===== src/rtl/clk_div_game_multi.sv =====
// Multi-channel programmable timebase generator for the game logic.
// Each channel has its own divisor, enable and mode: toggle clock,
// tick pulse or one-shot timer. All outputs are registered.
module clk_div_game_multi #(
   parameter int unsigned NUM_CH      = 4,
   parameter int unsigned CNT_W       = 32,
   parameter int unsigned DEFAULT_DIV = 62500000,
   parameter int unsigned SEL_W       = 4
) (
   input  logic                  clk,
   input  logic                  rst,
   input  logic [NUM_CH-1:0]     en,
   input  logic [2*NUM_CH-1:0]   mode,
   input  logic [NUM_CH-1:0]     start,
   input  logic                  sync_clr,
   input  logic                  div_we,
   input  logic [SEL_W-1:0]      div_sel,
   input  logic [CNT_W-1:0]      div_wdata,
   output logic [NUM_CH-1:0]     clk_div,
   output logic [NUM_CH-1:0]     tick,
   output logic [NUM_CH-1:0]     busy,
   output logic                  div_err
);

   typedef enum logic [1:0] {
      MODE_TOGGLE    = 2'b00,
      MODE_PULSE     = 2'b01,
      MODE_ONESHOT   = 2'b10,
      MODE_PULSE_ALT = 2'b11
   } mode_t;

   localparam logic [CNT_W-1:0] DIV_RST = CNT_W'(DEFAULT_DIV);

   logic [CNT_W-1:0] count [NUM_CH];
   logic [CNT_W-1:0] div   [NUM_CH];
   mode_t            ch_mode [NUM_CH];
   logic             sel_ok;
   logic             wr_accept;
   logic             wr_reject;

   // Decode per-channel mode fields and qualify divisor writes
   always_comb begin
      for (int unsigned i = 0; i < NUM_CH; i++) begin
         ch_mode[i] = mode_t'(mode[2*i +: 2]);
      end
      sel_ok    = (32'(div_sel) < NUM_CH);
      wr_accept = div_we && sel_ok && (div_wdata != '0);
      wr_reject = div_we && !(sel_ok && (div_wdata != '0));
   end

   // Per-channel counters, divisors and registered outputs
   always_ff @(posedge clk) begin
      if (!rst || sync_clr) begin
         for (int unsigned i = 0; i < NUM_CH; i++) begin
            count[i] <= '0;
            div[i]   <= DIV_RST;
         end
         clk_div <= '0;
         tick    <= '0;
         busy    <= '0;
         div_err <= 1'b0;
      end else begin
         div_err <= wr_reject;
         for (int unsigned i = 0; i < NUM_CH; i++) begin
            if (wr_accept && (32'(div_sel) == i)) begin
               // Accepted write restarts this channel; clk_div and busy hold
               div[i]   <= div_wdata;
               count[i] <= '0;
               tick[i]  <= 1'b0;
            end else begin
               if (ch_mode[i] != MODE_TOGGLE) begin
                  clk_div[i] <= 1'b0;
               end
               if (ch_mode[i] == MODE_ONESHOT && start[i]) begin
                  count[i] <= '0;
                  busy[i]  <= 1'b1;
                  tick[i]  <= 1'b0;
               end else if (!en[i] || (ch_mode[i] == MODE_ONESHOT && !busy[i])) begin
                  tick[i] <= 1'b0;
               end else if (count[i] == div[i] - CNT_W'(1)) begin
                  count[i] <= '0;
                  tick[i]  <= 1'b1;
                  if (ch_mode[i] == MODE_TOGGLE) begin
                     clk_div[i] <= ~clk_div[i];
                  end
                  if (ch_mode[i] == MODE_ONESHOT) begin
                     busy[i] <= 1'b0;
                  end
               end else begin
                  count[i] <= count[i] + CNT_W'(1);
                  tick[i]  <= 1'b0;
               end
            end
         end
      end
   end

endmodule


===== config.mk =====
export PLATFORM = sky130hd
export DESIGN_NAME = clk_div_game_multi
export DESIGN_NICKNAME = d
export VERILOG_FILES = /design/src/rtl/clk_div_game_multi.sv
export SDC_FILE = /design/constraint.sdc
export NUM_CORES = 1
export LEC_CHECK = 0
export BUFFER_PORTS_ARGS = -buffer_cell sky130_fd_sc_hd__buf_4
export CAP_MARGIN = 20
export CORE_UTILIZATION = 50
export DETAILED_ROUTE_END_ITERATION = 10
export GPL_TIMING_DRIVEN = 0
export PLACE_DENSITY_LB_ADDON = 0.15
export REMOVE_ABC_BUFFERS = 1
export SYNTH_ARGS = -nofsm -noshare
export SYNTH_HDL_FRONTEND = slang
export SYNTH_SLANG_ARGS = --single-unit
export TNS_END_PERCENT = 100

===== constraint.sdc =====
create_clock -name clk -period 5.3 [get_ports clk]
set_input_delay 1.06 -clock clk [delete_from_list [all_inputs] [get_ports clk]]
set_output_delay 1.06 -clock clk [all_outputs]
set_load 0.01 [all_outputs]

== Yosys cells after proc, flatten, opt, wreduce, memory -nomap -nowiden ==
Memory sizes are Yosys's and may differ from the RTL's.
Cells that the tools add are included.
Storage, ports and cells
  register bits after elaboration: 13
  memory bits (writable): 256
  bits of input ports: 56
  output and inout port bits: 13
  word-level logic and storage cells: 251
  memories: 2
Memory list
  count: words 4, bits a word 32, read ports 4, clocked after memory_dff 0, wr ports 4, RTL line 34  | logic [CNT_W-1:0] count [NUM_CH];
  div: words 4, bits a word 32, read ports 4, clocked after memory_dff 0, wr ports 4, RTL line 35  | logic [CNT_W-1:0] div [NUM_CH];
Operators by class
  $add $sub $neg: 8
  magnitude comparators: 1
  eq/ne operators: 15
  mux-type cells: 134
  bitwise gates (word level): 28
  reduce and logical (&&, ||, !) cells: 53
Operators with widths (count)
  2-to-1 mux 32 bit: 20
  adder 32 x 1 -> 32 bit, second input constant: 4
  equality test 32 bit: 4
  subtractor 32 x 1 -> 32 bit, second input constant: 4
  2-to-1 mux 1 bit: 114
  nonzero test 32 bit: 1
  nonzero test 2 bit: 12
  OR 1 bit: 20
  logical AND 1 bit: 16
  AND reduction 4 bit: 4
  zero test 1 bit: 10
  equality test 2 bit, second input constant: 4
  equality test 4 x 2 -> 1 bit, second input constant: 2
  zero test 2 bit: 4
  inequality test 2 bit, second input constant: 4
  inverter 1 bit: 8
  logical OR 1 bit: 5
  equality test 4 x 1 -> 1 bit, second input constant: 1
  zero test 4 bit: 1
  < comparator 4 x 3 -> 1 bit, second input constant: 1

== Depth between registers and ports, before layout ==
Gate-level depths: netlist of run 1.
  depth after elaboration: 11
  mapped depth: 14

== Worst setup path before layout of run 1 ==
OpenSTA, ideal clock, no wires.
  kind: register to register
  from: memory div[3][10]
  to: register clk_div[3]
  setup time: 74 ps
  arrival time: 3965 ps
  path slack: 1261 ps
  cell stages (with the launch flop): 10
  buffers on the path: 0
  cells stage by stage: edfxtp_1 -> or4_4 -> or4_4 -> or4_1 -> a32oi_1 -> nand4_1 -> or4_1 -> or4_4 -> or4b_1 -> a31oi_1
RTL lines
  from (decl): RTL line 35
  to (signal, indexed assignment): RTL line 84  | clk_div[i] <= ~clk_div[i];
  to (decl): RTL line 19  | output logic [NUM_CH-1:0] clk_div,

==> results.cfg, run 1 <==
[floorplan]
start_util = 0.506
num_rows = 67
dieArea_um2 = 34600
ios = 69
core_um2 = 33400
die_h_um = 186
die_x_um = 186

[route]
wl_met3_um = 3200
vias = 13300
highest_layer = met4
via_per_inst = 5.88
postRouteAntennaNets = 0
routed_wl_um = 42600
dr.first_iter.drc_count = 1021
wl_met1_um = 18700
drc_errors = 0
route.met2.wl_um = 20000
wl_per_cell_um = 18.9
dr.pass1.iters = 5

[timing]
final.min_clock_period_ps = 4610
fin_worst_skew_ps = 13.0
final-setup-viol-count = 0
period_share = 0.870
fmax_mhz = 217
slew_headroom = 0.275
rsz0062_at_grt = false
hold_viol_final = 0
timing.hold.ws_ps = 508
worstMarginPinSlew_ps = 1090
finalMaxSlewViolations = 0

[clock_network]
clock_latency_ps = 570
post_cts_buffers = 0
clockBufferDepth = 3
cts-root-buf = clkbuf_16
clkTransAtPathRegs_ps = 60
cts_buffers = 30
h-tree-depth = 1
cts.sinks = 269
cts_tree = done

[synthesis]
synth_area_leaders = edfxtp_1 (45%), xnor2_1 (9.3%), xor2_1 (5.8%)
netlist_area_um2 = 16900
synthDistinctLibCells = 67
synth_top_cells_by_count = edfxtp_1 (256), nor2_1 (238), xnor2_1 (179)
synth_seq_area_share = 0.469
yosys.area.top_type_share = 0.454
synth_most_common_cell = edfxtp_1
ys.flop_type = edfxtp_1
yosysWarnings = 0
yosys.area.top_type = edfxtp_1
avgSynthCellArea_um2 = 9.80
syn_inst = 1729
ys_async_sr_fraction = 0
synth_edf_count = 256
synth_seq_cells = 269

[power_and_ir_drop]
p_int_mw = 3.89
comb_power_share = 0.108
p_per_area_nw_per_um2 = 274
clockPowerShare = 0.393
p_seq_frac = 0.499
power_leakage_nw = 6.30
total_power_mw = 5.22
swShare = 0.255
power_switching_mw = 1.33
ir_worst_vdd_v = 0.000261

[global_route]
antenna_found_initial = 2
grt.total_usage = 0.247
grt_overflow = 0
grt_pass1_wl_um = 66900
grt_max_degree = 40
grt_pass1_vias = 12500

[setup_path]
worstPathRequired_ps = 5590
critPathLaunchType = flop
arrival_ps = 4910
crit_path_end_kind = flop
cp_max_fo = 32
r2r_slack_ps = 690
crit_type = flop to flop

[status]
status = finished, final reports clean

[placement]
placed_area_um2 = 18100
numPortBuffers = 68
gp_congestion = 0.886
place_hpwl_um = 31400
dp_cells = 2195

[finish]
stdcell_area_um2 = 19100
final_util = 0.571
layout-drive-gt1-share = 0.0898
final_nets = 1846
final_cells = 2255
area_delta_synth_final_pct = 12.7

[min_path]
hold_class = flop to flop

[job]
cap_violations = 0
power groups by stage:
stage,Combinational (mW),Clock [mW],Sequential (mW)
5_1_grt,0.617,2.17,2.62
2_1_floorplan,0.376,0,2.59
3_5_place_dp,0.554,0,2.65
3_3_place_gp,0.519,0,2.65
6_report,0.564,2.05,2.61
4_1_cts,0.558,2.09,2.61
timing repair:
| item | CTS | global route |
|---|---|---|
| hold buffers | 0 | 0 |
| resized for setup | 0 | 1 |
| setup endpoints to repair | 0 | 29 |
| hold endpoints to repair | 0 | 0 |
metrics by stage:
stage               worst slack [ps]  TNS (ps)
finish                           689         0
global route                     309         0
global placement               -1230   -132070
floorplan                        132         0
detailed placement               163         0
CTS                              189         0
cell families after synthesis:
kind of cell               Yosys count  synth area share
muxes                               11           0.00672
DFF                                269             0.469
xor gates and xnor gates           291             0.150
adders and majority gates            8           0.00591
buffers and inverters               98            0.0218
and+or+nand+nor                    903             0.284
AOI/OAI and AO/OA                  149            0.0616
worst max-delay path, stage by stage, from the launching register on:
cell and delay [ps]:
edfxtp_1 480, nor4_2 630, nand4b_1 420, nor4_1 450
a21oi_1 80, a21o_1 190, or4_1 510, nor4_1 810
or2_2 640, nor2_1 120
flip-flops by register name, summed over array words and instances (netlist names):
name / count
div: 128
tick: 4
busy: 4
clk_div: 4
count: 128
div_err: 1
cells in the final DEF, fill, tap and decap left out, drive strengths merged, types with 7 or more instances in the layout:
master  netlist  final
nand2       107    107
or2          13     13
or4          29     29
and2         63     63
ha            8      8
or3          77     77
nor4b        10     10
a21oi        23     23
clkinv        0     12
nand4b        8      8
xnor2       179    179
nor3         52     52
o211ai       10     10
nor2        238    238
edfxtp      256    256
inv          32     32
o21ai        27     27
nand2b       15     15
nor3b         9      9
o31a          7      7
nor4         64     64
and4         10     10
xor2        112    112
clkbuf       62     42
nand3        75     75
dfxtp        13     13
mux2i         8      8
nor2b        18     18
o31ai         9      9
and3         56     56
a31oi        13     13
nand4        43     43
buf           4     86
routing by layer:
layer | vias to the layer above | global-route usage
met5 | - | 0
met1 | 6381 | 0.334
met4 | 0 | 0.0557
met3 | 53 | 0.0425
met2 | 392 | 0.413
li1 | 6436 | -
cell type report:
cell class | count | area, µm²
Timing Repair Buffer | 87 | 847
Clock inverter | 14 | 118
Multi-Input combinational cell | 1362 | 8650
Inverter | 32 | 120
Fill cell | 2916 | 14400
Sequential cell | 269 | 7950
Antenna cell | 2 | 5.00
Tap cell | 448 | 561
Clock buffer | 41 | 843
worst paths after layout:
| kind | start | end | depth (start not counted) |
|---|---|---|---|
| worst max-delay path | div[2][9]$_SDFFCE_PN0P_ | count[2][6]$_SDFFCE_PN0P_ | 9 |
| worst min-delay path | busy[1]$_SDFFE_PN0P_ | busy[1]$_SDFFE_PN0P_ | 2 |
| worst max register to register | div[2][9]$_SDFFCE_PN0P_ | count[2][6]$_SDFFCE_PN0P_ | 9 |
| worst min register to register | busy[1]$_SDFFE_PN0P_ | busy[1]$_SDFFE_PN0P_ | 2 |
No activity file was read; power rests on OpenSTA's default activity.
==> run 2, diff against run 1 <==
--- a/config.mk
+++ b/config.mk
@@ -8,6 +8,7 @@
 export BUFFER_PORTS_ARGS = -buffer_cell sky130_fd_sc_hd__buf_4
 export CAP_MARGIN = 20
 export CORE_UTILIZATION = 50
+export CTS_BUF_LIST = sky130_fd_sc_hd__clkbuf_8 sky130_fd_sc_hd__clkbuf_16
 export DETAILED_ROUTE_END_ITERATION = 10
 export GPL_TIMING_DRIVEN = 0
 export PLACE_DENSITY_LB_ADDON = 0.15
==> constraint.sdc (replaced) <==
create_clock -name clk -period 5.7 [get_ports clk]
set_input_delay 1.14 -clock clk [delete_from_list [all_inputs] [get_ports clk]]
set_output_delay 1.14 -clock clk [all_outputs]
set_load 0.01 [all_outputs]
==> results.cfg, run 2 (synthesized netlist as in run 1, its figures left out) <==
[placement]
gp_congestion = 0.886
place_hpwl_um = 31400
numPortBuffers = 68
dp_cells = 2195

[global_route]
grt_pass1_wl_um = 66900
grt.total_usage = 0.247
grt_overflow = 0
grt_max_degree = 40
grt_pass1_vias = 12500
antenna_found_initial = 2

[clock_network]
cts-root-buf = clkbuf_16
cts.repair.resized = 0
cts_buffers = 30
cts_tree = done
clockBufferDepth = 3
cts_hold_buf = 0
clock_latency_ps = 580
h-tree-depth = 1
clkTransAtPathRegs_ps = 60
post_cts_buffers = 0
cts.sinks = 269

[finish]
final_nets = 1846
final_cells = 2256
mostFrequentLayoutCells = edfxtp_1 (256), nor2_1 (238), xnor2_1 (179), xor2_1 (112), nand2_1 (107)
final_common_cell = edfxtp_1
layout-drive-gt1-share = 0.0892
area_delta_synth_final_pct = 12.7
reg_top3 = count (128), div (128)

[timing]
fin_worst_skew_ps = 12.3
worstMarginPinSlew_ps = 1110
period_share = 0.866
fmax_mhz = 203
slew_headroom = 0.255
final-setup-viol-count = 0
rsz0062_at_grt = false
finalMaxSlewViolations = 0
final.min_clock_period_ps = 4940
timing.hold.ws_ps = 507
hold_viol_final = 0

[floorplan]
num_rows = 67
die_h_um = 186
start_util = 0.506
core_um2 = 33400
ios = 69
dieArea_um2 = 34600
die_x_um = 186

[route]
highest_layer = met4
vias = 13300
wl_met3_um = 2970
wl_met1_um = 18900
route.met2.wl_um = 20100
routed_wl_um = 42700
wl_per_cell_um = 18.9
dr.first_iter.drc_count = 1015
via_per_inst = 5.90
postRouteAntennaNets = 0
dr.pass1.iters = 5
drc_errors = 0

[power_and_ir_drop]
power_leakage_nw = 6.33
ir_worst_vdd_v = 0.000242
p_per_area_nw_per_um2 = 254
total_power_mw = 4.85

[setup_path]
cp_max_fo = 32
crit_path_end_kind = flop
r2r_cells = 9
crit_type = flop to flop
critPathLaunchType = flop
worstPathRequired_ps = 6000
arrival_ps = 5230

[min_path]
whs_path_depth = 2
hold_class = flop to flop

[status]
status = finished, final reports clean

[job]
cap_violations = 0
-- run 2: cell count changes in the layout (fill, tap and decap cells not counted), sizes merged --
cell    change
clkbuf      -7
diode       +1
inv         +7
-- run 2: cell type report --
cell class | count | area, µm²
Inverter | 32 | 120
Timing Repair Buffer | 87 | 847
Fill cell | 2916 | 14400
Clock inverter | 21 | 144
Antenna cell | 3 | 7.51
Tap cell | 448 | 561
Sequential cell | 269 | 7950
Multi-Input combinational cell | 1362 | 8640
Clock buffer | 34 | 817
-- run 2: final timing paths --
kind / start / to / slack [ps]
min reg2reg: busy[1]$_SDFFE_PN0P_ / busy[1]$_SDFFE_PN0P_ / 510
min: busy[1]$_SDFFE_PN0P_ / busy[1]$_SDFFE_PN0P_ / 510
max: div[2][9]$_SDFFCE_PN0P_ / count[2][6]$_SDFFCE_PN0P_ / 760
max reg2reg: div[2][9]$_SDFFCE_PN0P_ / count[2][6]$_SDFFCE_PN0P_ / 760
-- run 2: per-stage QoR --
step | cell area (µm²) | util | setup WS, ps | setup TNS, ps
after floorplan | 16700 | - | 532 | 0
after global placement | 17800 | 0.531 | -881 | -78310
after detailed placement | 18100 | 0.540 | 563 | 0
after CTS | 19000 | 0.569 | 589 | 0
after global routing | 19100 | 0.570 | 353 | 0
final | 19100 | 0.571 | 765 | 0
-- run 2: layer usage --
layer / vias to the layer above / track usage
met5: - / 0
met4: 0 / 0.0557
met3: 48 / 0.0425
met2: 389 / 0.413
met1: 6424 / 0.334
li1: 6442 / -
-- run 2: worst max-delay path: stages, from the launching register on --
cell      delay (ps)
edfxtp_1         470
nor4_1           870
nand4b_1         490
nor4_1           470
a21oi_1           80
a21o_1           190
or4_1            510
nor4_1           820
or2_2            640
nor2_1           120
-- run 2: power by group --
group | switching, mW | internal (mW)
Combinational | 0.290 | 0.235
Sequential | 0.154 | 2.27
Clock | 0.796 | 1.10
